[config.mk]
export PLATFORM = sky130hd
export DESIGN_NAME = cpu_run_ctrl
export DESIGN_NICKNAME = d
export VERILOG_FILES = /design/src/rtl/cpu_run_ctrl.sv
export SDC_FILE = /design/constraint.sdc
export NUM_CORES = 1
export LEC_CHECK = 0
export BUFFER_PORTS_ARGS = -buffer_cell sky130_fd_sc_hd__buf_2
export CAP_MARGIN = 20
export CORE_UTILIZATION = 61
export CTS_BUF_LIST = sky130_fd_sc_hd__clkbuf_4 sky130_fd_sc_hd__clkbuf_8
export CTS_CLUSTER_SIZE = 25
export DETAILED_ROUTE_END_ITERATION = 8
export MAX_ROUTING_LAYER = met4
export PLACE_DENSITY = 0.88
export SLEW_MARGIN = 20
export SYNTH_ARGS = -nofsm -noshare
export SYNTH_HDL_FRONTEND = slang
export SYNTH_SLANG_ARGS = --single-unit
[constraint.sdc]
create_clock -name CLK -period 3.5 [get_ports CLK]
set_input_delay 0.35 -clock CLK [delete_from_list [all_inputs] [get_ports CLK]]
set_output_delay 0.35 -clock CLK [all_outputs]
set_load 0.005 [all_outputs]
[src/rtl/cpu_run_ctrl.sv]
// cpu_run_ctrl: run-control block that sits between the board clock/reset and the core.
// It provides a stretched core reset, a divided free-run enable, single-step, halt/resume,
// and a saturating count of enabled cycles.
// Optional watchdog: define RUN_CTRL_WATCHDOG_EN. With it undefined, heartbeat is ignored
// and wdog_trip is tied to 0.
module cpu_run_ctrl #(
    parameter int RST_CYCLES  = 5,
    parameter int DIV         = 1,
    parameter int CNT_W       = 32,
    parameter int WDOG_CYCLES = 1024
) (
    input  logic             CLK,
    input  logic             RST,
    input  logic             mode_step,
    input  logic             step_req,
    input  logic             halt_req,
    input  logic             resume,
    input  logic             heartbeat,
    output logic             core_rst,
    output logic             core_en,
    output logic             step_done,
    output logic             halted,
    output logic             wdog_trip,
    output logic [CNT_W-1:0] cycle_cnt
);

    localparam int HOLD_W = (RST_CYCLES > 1) ? $clog2(RST_CYCLES + 1) : 1;
    localparam int DIV_W  = (DIV > 1) ? $clog2(DIV) : 1;

    typedef enum logic [2:0] {
        S_HOLD,
        S_RUN,
        S_STEP_IDLE,
        S_STEP_FIRE,
        S_HALTED
    } state_t;

    state_t              r_state;
    logic [HOLD_W-1:0]   r_hold_cnt;
    logic [DIV_W-1:0]    r_div;
    logic                r_halt_pend;
    logic                r_step_s;
    logic                r_step_prev;
    logic                r_core_rst;
    logic                r_core_en;
    logic                r_step_done;
    logic                r_halted;
    logic [CNT_W-1:0]    r_cycle_cnt;

    logic                w_step_rise;
    logic                w_div_last;
    logic [DIV_W-1:0]    w_div_next;
    logic                w_div_next_last;
    logic                w_hold_done;
    logic                w_wdog_hit;
    logic                w_resume_go;

    // step_req is registered once, then compared with its previous sample, so a step
    // is recognised one edge after it is first sampled high
    assign w_step_rise     = r_step_s & ~r_step_prev;
    assign w_div_last      = (r_div == DIV_W'(DIV - 1));
    assign w_div_next      = w_div_last ? '0 : r_div + 1'b1;
    assign w_div_next_last = (w_div_next == DIV_W'(DIV - 1));
    assign w_hold_done     = (r_hold_cnt == HOLD_W'(RST_CYCLES - 1));
    assign w_resume_go     = (r_state == S_HALTED) && resume && !halt_req;

    // Main run-control FSM; every output is registered alongside the state it belongs to
    always_ff @(posedge CLK) begin
        if (RST) begin
            r_state     <= S_HOLD;
            r_hold_cnt  <= '0;
            r_div       <= '0;
            r_halt_pend <= 1'b0;
            r_step_s    <= 1'b1;
            r_step_prev <= 1'b1;
            r_core_rst  <= 1'b1;
            r_core_en   <= 1'b0;
            r_step_done <= 1'b0;
            r_halted    <= 1'b0;
        end else begin
            r_step_s    <= step_req;
            r_step_prev <= r_step_s;
            r_core_rst  <= 1'b0;
            r_core_en   <= 1'b0;
            r_step_done <= 1'b0;
            r_halted    <= 1'b0;
            if (w_wdog_hit) begin
                r_state  <= S_HALTED;
                r_halted <= 1'b1;
                r_div    <= '0;
            end else begin
                case (r_state)
                    S_HOLD: begin
                        r_core_rst  <= 1'b1;
                        r_halt_pend <= r_halt_pend | halt_req;
                        if (w_hold_done) begin
                            r_core_rst <= 1'b0;
                            if (r_halt_pend || halt_req) begin
                                r_state  <= S_HALTED;
                                r_halted <= 1'b1;
                            end else if (mode_step) begin
                                r_state <= S_STEP_IDLE;
                            end else begin
                                r_state   <= S_RUN;
                                r_div     <= '0;
                                r_core_en <= (DIV == 1);
                            end
                        end else begin
                            r_hold_cnt <= r_hold_cnt + 1'b1;
                        end
                    end
                    S_RUN: begin
                        if (halt_req) begin
                            r_state  <= S_HALTED;
                            r_halted <= 1'b1;
                            r_div    <= '0;
                        end else if (mode_step) begin
                            r_state <= S_STEP_IDLE;
                            r_div   <= '0;
                        end else begin
                            r_div     <= w_div_next;
                            r_core_en <= w_div_next_last;
                        end
                    end
                    S_STEP_IDLE: begin
                        if (halt_req) begin
                            r_state  <= S_HALTED;
                            r_halted <= 1'b1;
                        end else if (!mode_step) begin
                            r_state   <= S_RUN;
                            r_div     <= '0;
                            r_core_en <= (DIV == 1);
                        end else if (w_step_rise) begin
                            r_state     <= S_STEP_FIRE;
                            r_core_en   <= 1'b1;
                            r_step_done <= 1'b1;
                        end
                    end
                    S_STEP_FIRE: begin
                        r_state <= S_STEP_IDLE;
                    end
                    S_HALTED: begin
                        if (w_resume_go) begin
                            if (mode_step) begin
                                r_state <= S_STEP_IDLE;
                            end else begin
                                r_state   <= S_RUN;
                                r_div     <= '0;
                                r_core_en <= (DIV == 1);
                            end
                        end else begin
                            r_halted <= 1'b1;
                        end
                    end
                    default: begin
                        r_state <= S_HOLD;
                    end
                endcase
            end
        end
    end

    // Enabled-cycle counter, stops at all-ones instead of wrapping
    always_ff @(posedge CLK) begin
        if (RST) begin
            r_cycle_cnt <= '0;
        end else if (r_core_en && (r_cycle_cnt != {CNT_W{1'b1}})) begin
            r_cycle_cnt <= r_cycle_cnt + 1'b1;
        end
    end

`ifdef RUN_CTRL_WATCHDOG_EN
    localparam int WD_W = $clog2(WDOG_CYCLES + 1);

    logic [WD_W-1:0] r_wdog_cnt;
    logic            r_wdog_trip;

    // Trip on the edge that closes the WDOG_CYCLES-th enabled cycle without progress
    assign w_wdog_hit = r_core_en && !heartbeat && (r_wdog_cnt == WD_W'(WDOG_CYCLES - 1));

    // Progress watchdog: counts enabled cycles, cleared by heartbeat or resume; trip is sticky
    always_ff @(posedge CLK) begin
        if (RST) begin
            r_wdog_cnt  <= '0;
            r_wdog_trip <= 1'b0;
        end else if (w_wdog_hit) begin
            r_wdog_cnt  <= '0;
            r_wdog_trip <= 1'b1;
        end else if (heartbeat || w_resume_go) begin
            r_wdog_cnt <= '0;
        end else if (r_core_en) begin
            r_wdog_cnt <= r_wdog_cnt + 1'b1;
        end
    end

    assign wdog_trip = r_wdog_trip;
`else
    logic w_unused;

    assign w_wdog_hit = 1'b0;
    assign wdog_trip  = 1'b0;
    assign w_unused   = heartbeat;
`endif

    assign core_rst  = r_core_rst;
    assign core_en   = r_core_en;
    assign step_done = r_step_done;
    assign halted    = r_halted;
    assign cycle_cnt = r_cycle_cnt;

endmodule

==> results of run 1 <==
[through the flow]
step                      instances  setup WS [ps]  power [W]  hold slack (ps)   util
after floorplan                 273           1180   0.000684              418      -
final                           357            968    0.00106              239  0.745
after detailed placement        349           1020   0.000720              444  0.715
after global routing            357            865    0.00112              243  0.745
after global placement          349           1050   0.000712              436  0.715
after CTS                       357            989    0.00106              237  0.745
[logic make-up (layout without fill, tap and decap cells)]
| family | Yosys count | after routing | synth area share |
|---|---|---|---|
| buffers and inverters | 23 | 61 | 0.0455 |
| DFF | 45 | 45 | 0.400 |
| adders and majority gates | 3 | 3 | 0.0167 |
| other | 1 | 1 | 0.00166 |
| AOI/OAI and AO/OA | 60 | 60 | 0.169 |
| xor gates and xnor gates | 9 | 9 | 0.0350 |
| and+or+nand+nor | 126 | 126 | 0.303 |
| muxes | 6 | 6 | 0.0294 |
[metal layers]
layer,vias to the layer above,wire length [µm],share of wire
met3,10,258,0.053
met1,972,2230,0.45
met5,-,0,0
met4,0,79,0.016
met2,65,2340,0.48
li1,1064,-,-
[sequential cells by signal, indices dropped and copies added, names as in the netlist]
register	count
halted	1
core_rst	1
r_hold_cnt	3
r_state	3
core_en	1
r_halt_pend	1
r_step_s	1
cycle_cnt	32
r_step_prev	1
step_done	1
[layout by cell type, fill, tap and decap left out, types with 7 or more instances in the layout]
master	count
nand3_1	15
o21ai_0	7
dfxtp_1	45
or3_1	15
nor3_1	10
nand2_1	19
inv_1	10
or4_1	8
a21oi_1	25
clkbuf_8	7
nand4_1	8
nor2_1	25
buf_2	41
[worst max-delay path, delay by kind of cell (launching register included)]
kind	cells	cell delay, ps
multiplexers	1	310
adder cells (fa/ha/maj)	1	270
AND/OR/NAND/NOR	3	1070
flip-flops	1	420
AO/OA/AOI/OAI	1	360
[power breakdown]
part | internal, W | switching (W)
Clock | 0.000178 | 0.000170
Sequential | 0.000543 | 0.0000304
Combinational | 0.0000591 | 0.0000792
Total | 0.000780 | 0.000279
[path summary, 6_finish.rpt]
kind / startpoint / endpoint / cells after the start
worst max-delay path: cycle_cnt[0] / cycle_cnt[22] / 6
worst min-delay path: step_req / r_step_s / 2
worst max register to register: cycle_cnt[0] / cycle_cnt[22] / 6
worst min register to register: r_step_s / r_step_prev / 1
[cell type report]
type	instances	area (µm²)	share of cell area
flip-flops and latches	45	901	0.351
multi-input cells	205	1250	0.488
repair buffers	42	213	0.0829
inverters	11	41.3	0.0161
clock buffers	7	96.3	0.0376
clock inverters	1	5.00	0.00195
well taps	46	57.6	0.0224
==> metrics.md, run 1 <==
| Metric | Value |
|---|---|
| Cell with the most instances after synthesis | `dfxtp_1` |
| Critical Path RT | `3690 ps` |
| Final Wtd Congestion | `0.810` |
| Cells after synthesis | `273` |
| Die Y | `62.8 µm` |
| Initial antenna violation count | `0` |
| CTS Buf Count | `5` |
| Post-route ant nets | `0` |
| CP endpoint kind | `flop` |
| Post-CTS Setup Inserts | `0` |
| Cell area after synthesis | `0.00225 mm²` |
| Slew Limit Fails | `0` |
| Design Area, Final | `0.00256 mm²` |
| Via count | `2,111` |
| Synth top area cells | `dfxtp_1 40%, a21oi_1 5.6%, nor2_1 4.2%` |
| Post-CTS Resized | `0` |
| Clock sink total | `45` |
| Most crowded layer after global routing | `met2` |
| CTS tree | `done` |
| EDFF count, synth | `0` |
| Die span in x | `62.8 µm` |
| Sequential fraction of the synthesis area | `0.400` |
| Vias in the first global route | `1,952` |
| Top cell type's share of synthesized area | `0.400` |
| CORE AREA | `0.00344 mm²` |
| Die area | `0.00394 mm²` |
| Largest net degree at the start of global routing | `51` |
| Share of cells above drive strength 1 | `0.203` |
| Setup_tns | `0 ps` |
| DRC | `0` |
| Syn_area_per_cell | `8.25 µm²` |
| Status | `finished, final reports clean` |
| Filler cell count | `292` |
| Top cells by count, synth | `45 x dfxtp_1, 25 x a21oi_1, 25 x nor2_1` |
| First-pass GRT wire length | `8420 µm` |
| Vias/cell | `5.91` |
| Fin crit period | `2530 ps` |
| Met1 usage in global routing | `0.319` |
| Worst-Skew Late Latency | `290 ps` |
| WL final | `4910 µm` |
| Worst EP arrival | `2720 ps` |
| Peak VDD IR | `0.000291 V` |
| Syn. warnings | `0` |
| CP peak stage delay | `690 ps` |
| Rows | `21` |
| Worst-Margin Slew | `862 ps` |
| Initial Utilization | `0.655` |
| Mapped Nets | `283` |
| Crit path launch type | `flop` |
| DRT Pass-1 Iters | `4` |
| Post-place instance area | `0.00246 mm²` |
| P_leak | `0.975 nW` |
| PD cells | `413 mW/mm²` |
| Async set-or-reset flop fraction in the synthesized netlist | `0` |
| GR met3 Demand/Resource | `0.0693` |
| Kind of critical path | `flop to flop` |
| Skew final | `5.69 ps` |
| Final Hold Vio Count | `0` |
| Max FO, Critical Path | `6` |
| CTS Buffer Depth | `2` |
| Synthesized flop and latch total | `45` |
| Critical Path, Cell by Cell | `ha_1 > nand4_1 > or4_1 > a211oi_1 > and3_1 > mux2_1` |
| Area growth syn-to-layout | `13.8%` |
| Detailed Place HPWL | `3370 µm` |
| Grt ovf | `0` |
| Hold Crit Class | `input pin to flop` |
| I/O Pins | `44` |
| Setup violators final | `0` |
| Max-Slew Margin vs Limit | `0.426` |
| Slowest CP cell | `or4_1` |
| Post-synth top flop | `dfxtp_1` |
| RSZ-0062 raised after global routing | `false` |
| Cell variety after synth | `44` |
| Port bufs | `41` |
| Antenna Cells | `0` |
| GRT met2 Usage | `0.459` |
| Hold-fix buffers at CTS | `0` |
| DR iter-0 viols | `141` |
| CTS H-tree depth | `2` |
| Worst-path clk slew | `80 ps` |
| Leading area contributor after synthesis | `dfxtp_1` |
| Final #Nets | `320` |
| Fmax | `395 MHz` |
| GRT Total Usage | `0.274` |
| Final critical-path share of the clock period | `0.723` |
| Routed length per placed instance | `13.8 µm` |
| Reg-to-reg slack, setup | `970 ps` |
| Max-Cap Viols | `0` |
| Root Buffer | `clkbuf_8` |
No activity file was read; power rests on OpenSTA's default activity.
==> inputs of run 2 (changes only) <==
--- a/config.mk
+++ b/config.mk
@@ -5,14 +5,15 @@
 export SDC_FILE = /design/constraint.sdc
 export NUM_CORES = 1
 export LEC_CHECK = 0
+export ABC_AREA = 1
 export BUFFER_PORTS_ARGS = -buffer_cell sky130_fd_sc_hd__buf_2
 export CAP_MARGIN = 20
-export CORE_UTILIZATION = 61
+export CORE_UTILIZATION = 58
 export CTS_BUF_LIST = sky130_fd_sc_hd__clkbuf_4 sky130_fd_sc_hd__clkbuf_8
 export CTS_CLUSTER_SIZE = 25
 export DETAILED_ROUTE_END_ITERATION = 8
 export MAX_ROUTING_LAYER = met4
-export PLACE_DENSITY = 0.88
+export PLACE_DENSITY = 0.83
 export SLEW_MARGIN = 20
 export SYNTH_ARGS = -nofsm -noshare
 export SYNTH_HDL_FRONTEND = slang
==> constraint.sdc (replaced) <==
create_clock -name CLK -period 2.55 [get_ports CLK]
set_input_delay 0.255 -clock CLK [delete_from_list [all_inputs] [get_ports CLK]]
set_output_delay 0.255 -clock CLK [all_outputs]
set_load 0.005 [all_outputs]
==> run 2 against run 1 <==
  * Sequential power up 43%
  * Via count up 25%
  * Total power up 55%
  * Utilization down 4.3 points
  * Clock skew about the same
  * Largest cell class unchanged
  * Count of clock-buffer cells in the layout down 2
  * Combinational power rose to 2.7 times the previous value
  * Worst hold slack worse by 110 ps
  * First-iteration DRC count up 11%
  * Highest routed layer unchanged
  * Clock power up 29%
  * Critical path depth up 2
  * Critical endpoint is now cycle_cnt[25]
==> metrics.md, run 2 <==
| Metric | Value |
|---|---|
| Largest net degree at the start of global routing | `19` |
| Cells after synthesis | `405` |
| P_leak | `1.23 nW` |
| Most common cell after layout, fill and taps aside | `nand2_1` |
| Post-place instance area | `0.00280 mm²` |
| Setup violators final | `0` |
| Cell variety after synth | `30` |
| DRT Pass-1 Iters | `4` |
| Worst-path clk slew | `90 ps` |
| CORE AREA | `0.00412 mm²` |
| Filler cell count | `373` |
| Largest register FFs | `32` |
| Routed length per placed instance | `12.1 µm` |
| Root Buffer | `clkbuf_8` |
| RSZ-0062 raised after global routing | `false` |
| Post-CTS Setup Inserts | `0` |
| Highest routed metal layer | `met4` |
| Worst-Skew Late Latency | `300 ps` |
| Antenna Cells | `0` |
| Post-route ant nets | `0` |
| CTS tree | `done` |
| Initial antenna violation count | `0` |
| CTS H-tree depth | `2` |
| Fin crit period | `1900 ps` |
| Synth top area cells | `dfxtp_1 35%, nand2_1 16%, nor2_1 14%` |
| Hold-fix buffers at CTS | `0` |
| Grt ovf | `0` |
| Syn_area_per_cell | `6.35 µm²` |
| Critical Path RT | `2750 ps` |
| Worst EP arrival | `2100 ps` |
| Worst-Margin Slew | `720 ps` |
| Placed Cells | `489` |
| Skew final | `5.58 ps` |
| Die span in x | `68.6 µm` |
| Status | `finished, final reports clean` |
| Max-Slew Margin vs Limit | `0.520` |
| Cell area after synthesis | `0.00257 mm²` |
| Top cell type's share of synthesized area | `0.350` |
| Async set-or-reset flop fraction in the synthesized netlist | `0` |
| Die Y | `68.6 µm` |
| PD cells | `567 mW/mm²` |
| Synthesized flop and latch total | `45` |
| Max FO, Critical Path | `14` |
| Via count | `2,642` |
| Fmax | `527 MHz` |
| Leading area contributor after synthesis | `dfxtp_1` |
| Clock sink total | `45` |
| Max-Cap Viols | `0` |
| Share of cells above drive strength 1 | `0.172` |
| Mapped Nets | `415` |
| Syn. warnings | `0` |
| Slew Limit Fails | `0` |
| Hold Crit Class | `input pin to flop` |
| DRC | `0` |
| Rows | `23` |
| Die area | `0.00471 mm²` |
| CTS Buffer Depth | `2` |
| I/O Pins | `44` |
| Post-synth top flop | `dfxtp_1` |
| Detailed Place HPWL | `4460 µm` |
| EDFF count, synth | `0` |
| Tot Pwr | `0.00164 W` |
| Vias/cell | `5.32` |
| Final Hold Vio Count | `0` |
| DR iter-0 viols | `157` |
| Post-CTS Resized | `0` |
| CP endpoint kind | `flop` |
| Met1 Routed Length | `2870 µm` |
| DP Worst Slack | `654 ps` |
| Vias in the first global route | `2,226` |
| Most frequent cells in the layout | `112 x nand2_1, 94 x nor2_1, 45 x dfxtp_1, 41 x buf_2, 30 x inv_1` |
| Setup_tns | `0 ps` |
| WL final | `6000 µm` |
| Peak VDD IR | `0.000318 V` |
| Cell with the most instances after synthesis | `nand2_1` |
| First-pass GRT wire length | `9600 µm` |
| Final #Nets | `456` |
| Area growth syn-to-layout | `12.3%` |
| Initial Utilization | `0.625` |
| Sequential fraction of the synthesis area | `0.350` |
| Top cells by count, synth | `112 x nand2_1, 94 x nor2_1, 45 x dfxtp_1` |
| Kind of critical path | `flop to flop` |
| Crit path launch type | `flop` |
| Routed wl met2 | `2730 µm` |
| Final non-filler cell total | `497` |
| Metal3 WL | `323 µm` |
| Final Wtd Congestion | `0.959` |
| Design Area, Final | `0.00289 mm²` |
| PnR worst setup slack | `652 ps` |
| Final critical-path share of the clock period | `0.744` |
| Port bufs | `41` |
| GRT Total Usage | `0.282` |
| CTS Buf Count | `5` |
==> run 2: cell count changes after synthesis, moves of 6 or more <==
cell and change:
nand2_1 +93, nor2_1 +69, inv_1 +20, or3_1 -15, a21oi_2 +8, or4_1 -8
nand3_1 +7, nand2_2 +6, nor3_1 -6, o21ai_0 +6, o31ai_1 -6
==> run 2: area by class of cell <==
| cell class | count | area [µm²] | area share |
|---|---|---|---|
| sequential | 45 | 901 | 0.312 |
| inverter | 33 | 124 | 0.0429 |
| multi-input combinational | 318 | 1490 | 0.516 |
| clock buffer | 5 | 68.8 | 0.0238 |
| timing repair buffer | 43 | 220 | 0.0762 |
| clock inverter | 3 | 21.3 | 0.00736 |
| tap | 50 | 62.6 | 0.0216 |
==> run 2: logic make-up (layout without fill, tap and decap cells) <==
group,Yosys count,in the layout,synth area share
AND/OR/NAND/NOR,260,260,0.432
flip-flops,45,45,0.350
AO/OA/AOI/OAI,44,44,0.0982
buffers and inverters,42,84,0.0700
XOR/XNOR,10,10,0.0340
adder cells (fa/ha/maj),3,3,0.0146
other,1,1,0.00146
==> run 2: final timing paths <==
| kind | from | to | slack, ps | cells after the start |
|---|---|---|---|---|
| worst max-delay path | cycle_cnt[1] | cycle_cnt[25] | 650 | 8 |
| worst max register to register | cycle_cnt[1] | cycle_cnt[25] | 650 | 8 |
| worst min register to register | r_step_prev | step_done | 430 | 1 |
| worst min-delay path | step_req | r_step_s | 130 | 2 |
==> run 2: power by group <==
group / total [W] / switching, W / internal (W)
clock: 0.000448 / 0.000253 / 0.000195
sequential: 0.000821 / 0.0000501 / 0.000771
combinational: 0.000368 / 0.000239 / 0.000129
==> run 2: metal layers <==
metal,vias up,GRT usage
met5,-,-
met4,0,0.120
met3,10,0.0461
met2,79,0.464
met1,1190,0.338
li1,1363,-
==> run 2: stage by stage <==
stage / hold WS [ps] / util
floorplan: 359 / -
finish: 130 / 0.702
global route: 119 / 0.702
CTS: 130 / 0.702
detailed placement: 424 / 0.680
global placement: 410 / 0.680
==> run 2: worst max-delay path: stages (launching register included) <==
cell,delay (ps)
dfxtp_1,400
ha_1,210
nand2_1,90
nor2_2,130
nand2_1,70
nor2_1,150
nand3_1,390
a21oi_1,290
nor2_1,60
==> inputs of run 3 (changes only) <==
--- a/config.mk
+++ b/config.mk
@@ -8,12 +8,12 @@
 export ABC_AREA = 1
 export BUFFER_PORTS_ARGS = -buffer_cell sky130_fd_sc_hd__buf_2
 export CAP_MARGIN = 20
-export CORE_UTILIZATION = 58
+export CORE_UTILIZATION = 52
 export CTS_BUF_LIST = sky130_fd_sc_hd__clkbuf_4 sky130_fd_sc_hd__clkbuf_8
 export CTS_CLUSTER_SIZE = 25
 export DETAILED_ROUTE_END_ITERATION = 8
 export MAX_ROUTING_LAYER = met4
-export PLACE_DENSITY = 0.83
+export PLACE_DENSITY = 0.79
 export SLEW_MARGIN = 20
 export SYNTH_ARGS = -nofsm -noshare
 export SYNTH_HDL_FRONTEND = slang
==> constraint.sdc (replaced) <==
create_clock -name CLK -period 1.6 [get_ports CLK]
set_input_delay 0.16 -clock CLK [delete_from_list [all_inputs] [get_ports CLK]]
set_output_delay 0.16 -clock CLK [all_outputs]
set_load 0.005 [all_outputs]
==> run 3 against run 2 <==
  * The flow now finishes with violations (negative setup slack)
  * Sequential share of layout area shrank 4.6 points
  * Die area grew 11%
  * Routed wire length grew 21%
  * Total power grew 66%
  * Maximum frequency grew 14%
  * Design area grew 18%
  * Highest routed layer unchanged
  * Clock power grew 61%
  * Worst setup slack lost 720 ps
  * Combinational power grew 89%
  * Non-clock buffer count grew 41
  * Critical endpoint is now cycle_cnt[3]
  * Flip-flop and latch count is the same
==> metrics.md, run 3 (same netlist as run 2, synthesis figures left out) <==
| Metric | Value |
|---|---|
| Status | `finished with violations` |
| Failing checks | `negative setup slack` |
| Largest net degree at the start of global routing | `29` |
| Post-route ant nets | `0` |
| Max FO, Critical Path | `6` |
| P_leak | `1.50 nW` |
| Slew Limit Fails | `0` |
| Sequential cell fraction of total power | `0.479` |
| Grt ovf | `0` |
| Vias/cell | `5.26` |
| Fin crit period | `1670 ps` |
| Hold_ws | `39.4 ps` |
| CTS H-tree depth | `2` |
| DRT Pass-1 Iters | `5` |
| GRT Total Usage | `0.302` |
| Reg-to-reg slack, setup | `-70 ps` |
| Share of cells above drive strength 1 | `0.316` |
| Hold-fix buffers at CTS | `0` |
| Most frequent cells in the layout | `102 x nand2_1, 82 x nor2_1, 41 x buf_2, 41 x buf_4, 39 x dfxtp_1` |
| Worst setup startpoint | `cycle_cnt[1]` |
| Initial antenna violation count | `0` |
| Final #Nets | `499` |
| Area growth syn-to-layout | `32.9%` |
| Antenna Cells | `0` |
| Worst-path clk slew | `90 ps` |
| PD cells | `794 mW/mm²` |
| Worst EP arrival | `1910 ps` |
| Reg-to-Reg Start | `cycle_cnt[1]` |
| Detailed Place HPWL | `4950 µm` |
| Final Wtd Congestion | `0.955` |
| Clock share of power | `0.265` |
| PnR worst setup slack | `-67.5 ps` |
| CTS tree | `done` |
| Design Area, Final | `0.00342 mm²` |
| Int Power | `0.00181 W` |
| Die area | `0.00523 mm²` |
| WL final | `7260 µm` |
| Worst R2R Path Depth | `10` |
| Final critical-path share of the clock period | `1.04` |
| Setup violators final | `4` |
| Routed length per placed instance | `13.0 µm` |
| Port bufs | `41` |
| Largest register FFs | `32` |
| Post-place instance area | `0.00310 mm²` |
| Root Buffer | `clkbuf_8` |
| Setup_tns | `-116 ps` |
| CP endpoint kind | `flop` |
| Vias in the first global route | `2,744` |
| Peak VDD IR | `0.000463 V` |
| Rows | `25` |
| Skew final | `9.08 ps` |
| Die Y | `72.4 µm` |
| Worst-Skew Late Latency | `300 ps` |
| DRC | `0` |
| First-pass GRT wire length | `12,100 µm` |
| Tot Pwr | `0.00272 W` |
| Via count | `2,931` |
| CORE AREA | `0.00475 mm²` |
| CTS Buf Count | `5` |
| Switch Pwr | `0.000906 W` |
| Most common cell after layout, fill and taps aside | `nand2_1` |
| Initial Utilization | `0.541` |
| Max-Cap Viols | `0` |
| CTS Buffer Depth | `2` |
| Final Hold Vio Count | `0` |
| DR iter-0 viols | `182` |
| Kind of critical path | `flop to flop` |
| Switching Fraction | `0.334` |
| Critical Path Sink | `cycle_cnt[3]` |
| Critical Path RT | `1840 ps` |
| RR Endpoint | `cycle_cnt[3]` |
| Comb power frac | `0.256` |
| Hold Crit Class | `input pin to flop` |
| RSZ-0062 raised after global routing | `true` |
| Crit path launch type | `flop` |
| Die span in x | `72.4 µm` |
| Clock sink total | `45` |
| I/O Pins | `44` |
| Fmax | `600 MHz` |
[run 3: power by group through the flow]
stage          Combinational, W  Clock, W  Sequential, W
2_1_floorplan          0.000437         0        0.00133
3_3_place_gp           0.000636         0        0.00131
3_5_place_dp           0.000650         0        0.00132
4_1_cts                0.000670  0.000742        0.00130
5_1_grt                0.000804  0.000780        0.00131
6_report               0.000695  0.000721        0.00130
[run 3: worst min-delay path by stage]
stage                   from  endpoint  cells after the start
detailed placement  step_req  r_step_s                      2
finish              step_req  r_step_s                      2
global placement    step_req  r_step_s                      2
CTS                 step_req  r_step_s                      2
global route        step_req  r_step_s                      2
floorplan           step_req  r_step_s                      1
[run 3: metal layers]
| metal | vias up | wire (µm) | share of wire | global-route usage |
|---|---|---|---|---|
| met3 | 33 | 525 | 0.072 | 0.0736 |
| met5 | - | 0 | 0 | - |
| li1 | 1447 | - | - | - |
| met4 | 0 | 271 | 0.037 | 0.126 |
| met2 | 125 | 3410 | 0.47 | 0.475 |
| met1 | 1326 | 3060 | 0.42 | 0.371 |
[run 3: timing repair]
item / CTS / global route
gates resized for setup: 15 / 38
pin swaps: 6 / 15
endpoints found under the setup margin: 23 / 32
gates cloned: 2 / 0
buffers inserted: 2 / 2
[run 3: per-stage QoR]
step / setup WS (ps) / cells / util
6_report: -67.5 / 557 / 0.719
3_5_place_dp: -204 / 543 / 0.652
3_3_place_gp: -161 / 543 / 0.652
5_1_grt: -131 / 557 / 0.719
4_1_cts: 4.82 / 555 / 0.691
2_1_floorplan: 0.660 / 405 / -
[run 3: cell type report]
class	instances	area (µm²)
Timing Repair Buffer	84	536
Sequential cell	45	908
Fill cell	376	1340
Tap cell	67	83.8
Multi-Input combinational cell	320	1680
Clock buffer	5	68.8
Clock inverter	3	21.3
Inverter	33	124
[run 3: worst max-delay path, stage by stage, from the launching register on]
cell and delay, ps:
dfxtp_2 360, ha_4 150, nand2_4 60, nor2_4 130, nand2_4 90, nor2_8 180, nand3_4 180, buf_6 190
nand2_2 70, o21ai_1 80, nor2_1 110
